**src/rtl/status_frame_pkg.sv**
```systemverilog
`default_nettype none
// +----------------------------------------------------------------------+
// | status_frame_pkg : shared tags, 7-seg constants and state encodings   |
// | Revision: 1.0                                                         |
// +----------------------------------------------------------------------+
package status_frame_pkg;

  localparam logic [7:0] c_tag_a = 8'h61;
  localparam logic [7:0] c_tag_b = 8'h62;
  localparam logic [7:0] c_tag_c = 8'h63;

  localparam logic [6:0] SEG_0 = 7'b0000001;
  localparam logic [6:0] SEG_1 = 7'b1001111;

  typedef enum logic [2:0] {
    WAIT_A  = 3'd0,
    GET_LED = 3'd1,
    WAIT_B  = 3'd2,
    GET_BUZ = 3'd3,
    WAIT_C  = 3'd4,
    GET_SEG = 3'd5
  } parser_state_e;

  typedef enum logic [1:0] {
    RX_IDLE  = 2'd0,
    RX_START = 2'd1,
    RX_DATA  = 2'd2,
    RX_STOP  = 2'd3
  } rx_state_e;

  // LED and buzzer bytes carry a single boolean: only 0x00 or 0x01.
  function automatic logic is_flag(input logic [7:0] b);
    return (b[7:1] == 7'd0);
  endfunction

endpackage
`default_nettype wire

```
**src/rtl/uart_rx_8n1.sv**
```systemverilog
`default_nettype none
// +----------------------------------------------------------------------+
// | uart_rx_8n1 : 8N1 UART byte receiver with input synchronizer          |
// | Revision: 1.0                                                         |
// +----------------------------------------------------------------------+
module uart_rx_8n1
  import status_frame_pkg::*;
#(
  parameter int CLKS_PER_BIT = 434
) (
  input  logic       clk,
  input  logic       rst_n,
  input  logic       rx,
  output logic [7:0] rxbyte,
  output logic       byte_valid,
  output logic       byte_err
);

  localparam int CW = $clog2(CLKS_PER_BIT + 1);
  localparam logic [CW-1:0] c_half = CW'(CLKS_PER_BIT / 2 - 1);
  localparam logic [CW-1:0] c_full = CW'(CLKS_PER_BIT - 1);
  localparam logic [CW-1:0] c_one  = CW'(1);

  rx_state_e   state_q;
  logic        sync1_q, sync2_q, prev_q;
  logic [CW-1:0] cnt_q;
  logic [2:0]  bit_q;
  logic [7:0]  shift_q;

  always_ff @(posedge clk) begin
    if (!rst_n) begin
      state_q    <= RX_IDLE;
      sync1_q    <= 1'b1;
      sync2_q    <= 1'b1;
      prev_q     <= 1'b1;
      cnt_q      <= '0;
      bit_q      <= 3'd0;
      shift_q    <= 8'd0;
      rxbyte     <= 8'd0;
      byte_valid <= 1'b0;
      byte_err   <= 1'b0;
    end else begin
      sync1_q    <= rx;
      sync2_q    <= sync1_q;
      prev_q     <= sync2_q;
      byte_valid <= 1'b0;
      byte_err   <= 1'b0;
      case (state_q)
        RX_IDLE: begin
          if (prev_q && !sync2_q) begin
            state_q <= RX_START;
            cnt_q   <= '0;
          end
        end
        RX_START: begin
          // A start bit that is high again at mid-bit was a glitch.
          if (cnt_q == c_half) begin
            cnt_q <= '0;
            bit_q <= 3'd0;
            state_q <= sync2_q ? RX_IDLE : RX_DATA;
          end else begin
            cnt_q <= cnt_q + c_one;
          end
        end
        RX_DATA: begin
          if (cnt_q == c_full) begin
            cnt_q   <= '0;
            shift_q <= {sync2_q, shift_q[7:1]};
            if (bit_q == 3'd7) state_q <= RX_STOP;
            else               bit_q   <= bit_q + 3'd1;
          end else begin
            cnt_q <= cnt_q + c_one;
          end
        end
        RX_STOP: begin
          if (cnt_q == c_full) begin
            state_q <= RX_IDLE;
            if (sync2_q) begin
              byte_valid <= 1'b1;
              rxbyte     <= shift_q;
            end else begin
              byte_err <= 1'b1;
            end
          end else begin
            cnt_q <= cnt_q + c_one;
          end
        end
        default: state_q <= RX_IDLE;
      endcase
    end
  end

endmodule
`default_nettype wire

```
**src/rtl/status_frame_rx.sv**
```systemverilog
`default_nettype none
// +----------------------------------------------------------------------+
// | status_frame_rx : UART status-frame parser with byte/link timeouts    |
// | Revision: 1.0                                                         |
// +----------------------------------------------------------------------+
module status_frame_rx
  import status_frame_pkg::*;
#(
  parameter int CLK_HZ            = 50_000_000,
  parameter int BAUD              = 115200,
  parameter int BYTE_TIMEOUT_CLKS = 50_000,
  parameter int LINK_TIMEOUT_CLKS = 50_000_000
) (
  input  logic       clk,
  input  logic       rst_n,
  input  logic       rx_pin,
  output logic       led,
  output logic       buzzer,
  output logic [6:0] seg7,
  output logic       frame_valid,
  output logic       frame_err,
  output logic       link_ok
);

  localparam int CLKS_PER_BIT = CLK_HZ / BAUD;
  localparam int BW = $clog2(BYTE_TIMEOUT_CLKS + 1);
  localparam int LW = $clog2(LINK_TIMEOUT_CLKS + 1);
  localparam logic [BW-1:0] c_byte_max = BW'(BYTE_TIMEOUT_CLKS - 1);
  localparam logic [LW-1:0] c_link_max = LW'(LINK_TIMEOUT_CLKS - 1);
  localparam logic [BW-1:0] c_byte_one = BW'(1);
  localparam logic [LW-1:0] c_link_one = LW'(1);

  logic [7:0] w_rxbyte;
  logic       w_byte_valid, w_byte_err;
  logic       w_legal, w_byte_to, w_link_to;

  parser_state_e state_q;
  logic          led_tmp_q, buz_tmp_q;
  logic [BW-1:0] byte_cnt_q;
  logic [LW-1:0] link_cnt_q;

  uart_rx_8n1 #(.CLKS_PER_BIT(CLKS_PER_BIT)) u_rx (
    .clk        (clk),
    .rst_n      (rst_n),
    .rx         (rx_pin),
    .rxbyte     (w_rxbyte),
    .byte_valid (w_byte_valid),
    .byte_err   (w_byte_err)
  );

  always_comb begin
    w_legal = 1'b0;
    case (state_q)
      WAIT_A:           w_legal = (w_rxbyte == c_tag_a);
      GET_LED, GET_BUZ: w_legal = is_flag(w_rxbyte);
      WAIT_B:           w_legal = (w_rxbyte == c_tag_b);
      WAIT_C:           w_legal = (w_rxbyte == c_tag_c);
      GET_SEG:          w_legal = !w_rxbyte[7];
      default:          w_legal = 1'b0;
    endcase
  end

  // Both counters saturate at their limit so an expiry masked by a
  // coincident byte_valid is still acted on one cycle later.
  assign w_byte_to = (state_q != WAIT_A) && (byte_cnt_q == c_byte_max);
  assign w_link_to = link_ok && (link_cnt_q == c_link_max);

  always_ff @(posedge clk) begin
    if (!rst_n) begin
      state_q     <= WAIT_A;
      led_tmp_q   <= 1'b0;
      buz_tmp_q   <= 1'b0;
      byte_cnt_q  <= '0;
      link_cnt_q  <= '0;
      led         <= 1'b0;
      buzzer      <= 1'b0;
      seg7        <= SEG_0;
      frame_valid <= 1'b0;
      frame_err   <= 1'b0;
      link_ok     <= 1'b0;
    end else begin
      frame_valid <= 1'b0;
      frame_err   <= 1'b0;

      if (w_byte_valid || state_q == WAIT_A) byte_cnt_q <= '0;
      else if (!w_byte_to)                   byte_cnt_q <= byte_cnt_q + c_byte_one;

      if (!link_ok)        link_cnt_q <= '0;
      else if (!w_link_to) link_cnt_q <= link_cnt_q + c_link_one;

      if (w_byte_valid) begin
        if (w_legal) begin
          case (state_q)
            WAIT_A:  state_q <= GET_LED;
            GET_LED: begin led_tmp_q <= w_rxbyte[0]; state_q <= WAIT_B; end
            WAIT_B:  state_q <= GET_BUZ;
            GET_BUZ: begin buz_tmp_q <= w_rxbyte[0]; state_q <= WAIT_C; end
            WAIT_C:  state_q <= GET_SEG;
            GET_SEG: begin
              led         <= led_tmp_q;
              buzzer      <= buz_tmp_q;
              seg7        <= w_rxbyte[6:0];
              frame_valid <= 1'b1;
              link_ok     <= 1'b1;
              link_cnt_q  <= '0;
              state_q     <= WAIT_A;
            end
            default: state_q <= WAIT_A;
          endcase
        end else if (state_q != WAIT_A) begin
          frame_err <= 1'b1;
          state_q   <= ((w_rxbyte == c_tag_a) &&
                        (state_q == WAIT_B || state_q == WAIT_C)) ? GET_LED : WAIT_A;
        end
      end else if (w_byte_err || w_byte_to || w_link_to) begin
        frame_err <= 1'b1;
        if (w_byte_err || w_byte_to) state_q <= WAIT_A;
        if (w_link_to) begin
          link_ok <= 1'b0;
          led     <= 1'b0;
          buzzer  <= 1'b0;
          seg7    <= SEG_0;
        end
      end
    end
  end

endmodule
`default_nettype wire

```
**config.mk**
```make
export PLATFORM = sky130hd
export DESIGN_NAME = status_frame_rx
export DESIGN_NICKNAME = d
export VERILOG_FILES = /design/src/rtl/status_frame_pkg.sv /design/src/rtl/uart_rx_8n1.sv /design/src/rtl/status_frame_rx.sv
export SDC_FILE = /design/constraint.sdc
export NUM_CORES = 1
export LEC_CHECK = 0
export ABC_AREA = 1
export BUFFER_PORTS_ARGS = -buffer_cell sky130_fd_sc_hd__buf_2
export CORE_MARGIN = 2
export CORE_UTILIZATION = 31
export DETAILED_ROUTE_END_ITERATION = 12
export GPL_TIMING_DRIVEN = 1
export PLACE_DENSITY = 0.47
export SLEW_MARGIN = 30
export SYNTH_ARGS = -nofsm -noshare
export SYNTH_HDL_FRONTEND = slang
export SYNTH_HIERARCHICAL = 1
export SYNTH_SLANG_ARGS = --single-unit
```
**constraint.sdc**
```tcl
create_clock -name clk -period 2.3 [get_ports clk]
set_input_delay 0.115 -clock clk [delete_from_list [all_inputs] [get_ports clk]]
set_output_delay 0.115 -clock clk [all_outputs]
set_load 0.02 [all_outputs]
```
==> summary.txt <==
Routing
  • First-pass DRT Iterations: 5
  • Antenna viol nets, final: 0
  • DRC: 0
  • Overall routed net length: 10200 um
  • Routed vias: 4007
  • DR WL/cell: 11.9 um
  • Vias/cell: 4.68
  • Initial drt markers: 243

Power and ir drop
  • Power density over cell area: 634 nW/um^2
  • Pleak: 0.00191 uW
  • Worst vdd ir: 0.392 mV
  • Total Power: 3270 uW

Logic synthesis
  • Cells after Synth: 651
  • Seq/Total Area, Yosys: 40.7%
  • Synth warn: 6
  • Post-synthesis xor/xnor area fraction: 4.55%
  • Top cell type's share of synthesized area: 40.7%
  • Synth Area in Adders: 1.90%
  • Syn_nets: 661
  • Synth top area cells: dfxtp_1 41%, nand2_1 11%, nor2_1 7.8%
  • Compound-gate portion of the synthesized area: 10.1%
  • Simple-Gate Fraction of Synth Area: 34.6%
  • Avg Cell Area, Syn: 7.10 um^2
  • Synth Flop Type: dfxtp_1
  • #FFs+latches synth: 94
  • Yosys cell types: 38
  • Asr flop ratio synth: 0%
  • Multiplexer share of the synthesized area: 0.217%
  • Largest family of logic cells by synthesized area: simple AND/OR/NAND/NOR gates
  • Yosys top cell by area: dfxtp_1
  • Number of synthesized flops with an enable pin: 0
  • Synth Cell Area: 4620 um^2

Global routing
  • GRT Util Overall: 13.5%
  • Grt ovf: 0
  • Vias in the first global route: 3724
  • Initial antenna violation count: 0
  • First-pass GRT wire length: 17600 um
  • Largest net degree at the start of global routing: 25

Timing
  • Clk_skew: 0.00735 ns
  • Worst-Margin Slew: 0.502 ns
  • RSZ-0062 raised after global routing: no
  • Max Freq: 0.481 GHz
  • Fin. Hold Viols: 0
  • Final Cycle Share: 90.3%
  • Minimum clock period: 2.08 ns
  • Worst slew margin: 66.3%
  • Slew Viols, Final: 0
  • Post-route setup TNS: 0 ns
  • Final Setup Violations: 0

Run status
  • Status: finished, final reports clean

Hold path
  • Hold WC Path Type: in -> reg

Worst setup path
  • CP Class: reg -> reg
  • Req. time, crit path: 2.51 ns
  • Critical Path AT: 2.29 ns
  • Max FO, Critical Path: 24
  • Crit-path cells: inv_1 -> nor3_4 -> nand2_1 -> nand2_1 -> nor2_2 -> a21oi_2 -> nand2_2 -> nand2_2 -> nor2_1
  • CP max-delay cell: dfxtp_1
  • CP endpoint kind: flip-flop
  • Worst reg2reg setup slack: 0.22 ns
  • CP Launch Type: flip-flop
  • CP max stage delay: 0.47 ns

CTS
  • TritonCTS buffer count: 9
  • Worst-path clk slew: 0.07 ns
  • Post-CTS Resized: 0
  • Clock sinks: 94
  • Clock root buffer: clkbuf_16
  • CTS tree: done
  • H-Tree Depth: 3
  • Worst skew pair latency: 0.34 ns
  • Max clock buf depth: 2

Die
  • Die Area: 15900 um^2
  • Initial Util: 31.8%
  • IO Pins: 15
  • Die Ht: 126 um
  • Core Region: 14500 um^2
  • Die width: 126 um
  • Row count: 44

Flow run
  • Max Cap Violations: 0

Finish
  • Post-Layout Cell Count: 857
  • Area Overhead vs Synth: 11.8%
  • Final core utilization: 35.5%
  • Diodes inserted: 0
  • Nets: 678
  • Share of layout cells above drive strength 1: 11.1%

Placed design
  • Gpl congestion: 0.829
  • Post-Place Cells: 840
  • Port Buffer Count: 14
  • Post-DP HPWL: 7510 um
## report_power, final
group / switching (uW) / leakage, uW / internal [uW]
registers: 19.7 / 0.000758 / 1640
clock network: 629 / 0.000142 / 819
logic: 109 / 0.00101 / 52.3
total: 758 / 0.00191 / 2520
## Yosys cell counts, drive strengths merged (6+ instances only)
cell type    n
nor2       102
ha           7
nor3        18
o21ai       34
dfxtp       94
clkbuf       6
nand4       20
nand2      149
inv         76
buf          6
xor2        17
nand3       48
or2          9
a21oi       50
xnor2        7
## worst paths after layout
kind / start / to / cells after the start
worst max-delay path: state_q[2]$_SDFFE_PN0P_ / link_cnt_q[1]$_SDFF_PN0_ / 9
worst min-delay path: rst_n / u_rx/rxbyte[5]$_SDFFE_PN0P_ / 3
worst max register to register: state_q[2]$_SDFFE_PN0P_ / link_cnt_q[1]$_SDFF_PN0_ / 9
worst min register to register: u_rx/sync1_q$_SDFF_PN1_ / u_rx/sync2_q$_SDFF_PN1_ / 1
## critical path: cells and delay by family (launching register included)
kind	cells	cell delay, ns
flops	1	0.47
buf+inv	1	0.17
simple gates	7	1.07
compound gates	1	0.22
## layout make-up
cell class | count | area (um^2)
Multi-Input combinational cell | 468 | 2370
Timing Repair Buffer | 18 | 103
Clock buffer | 13 | 270
Fill cell | 1559 | 9370
Clock inverter | 3 | 17.5
Tap cell | 184 | 230
Inverter | 77 | 290
Sequential cell | 94 | 1880
## per-layer routing
metal / up-vias / share of wire, % / GRT usage [%]
met5: - / 0 / 0
met4: 0 / 1.7 / 5.49
met3: 8 / 2.3 / 2.76
met2: 30 / 43 / 20.0
met1: 1838 / 53 / 19.1
li1: 2131 / - / -
## metrics by stage
| stage | hold slack (ns) | area, um^2 | setup WS (ns) |
|---|---|---|---|
| after floorplan | 0.222 | 4620 | 0.610 |
| after global placement | 0.307 | 4870 | 0.259 |
| after detailed placement | 0.309 | 4870 | 0.261 |
| after CTS | 0.206 | 5170 | 0.235 |
| after global routing | 0.242 | 5170 | 0.00259 |
| final | 0.220 | 5170 | 0.222 |
## cell usage in the layout, fill, tap and decap left out, drive strengths merged
cell type      n
nand2        149
nor2         102
dfxtp         94
inv           76
a21oi         50
nand3         48
o21ai         34
nand4         20
nor3          18
xor2          17
buf           17
clkbuf        13
or2            9
xnor2          7
ha             7
clkinv         3
nor3b          1
a311oi         1
nor4           1
mux2i          1
a211oi         1
o31ai          1
clkinvlp       1
dlygate4sd3    1
nand3b         1
## cells by family after synthesis
| logic type | after synthesis |
|---|---|
| compound gates | 87 |
| flops | 94 |
| buf+inv | 89 |
| fa+ha+maj | 7 |
| xor+xnor | 24 |
| mux | 1 |
| simple gates | 349 |
## repair_timing
action / CTS / global route
buffers inserted: 0 / 0
endpoints found under the hold margin: 1 / 0
hold buffers: 1 / 0
## flip-flops by register name (all words and copies together), names as in the netlist, 3 cells and up, named ones only
signal        flops
u_rx/cnt_q        9
u_rx/bit_q        3
byte_cnt_q       16
u_rx/shift_q      8
seg7              7
state_q           3
link_cnt_q       26
u_rx/rxbyte       8
No activity file was read; power rests on OpenSTA's default activity.
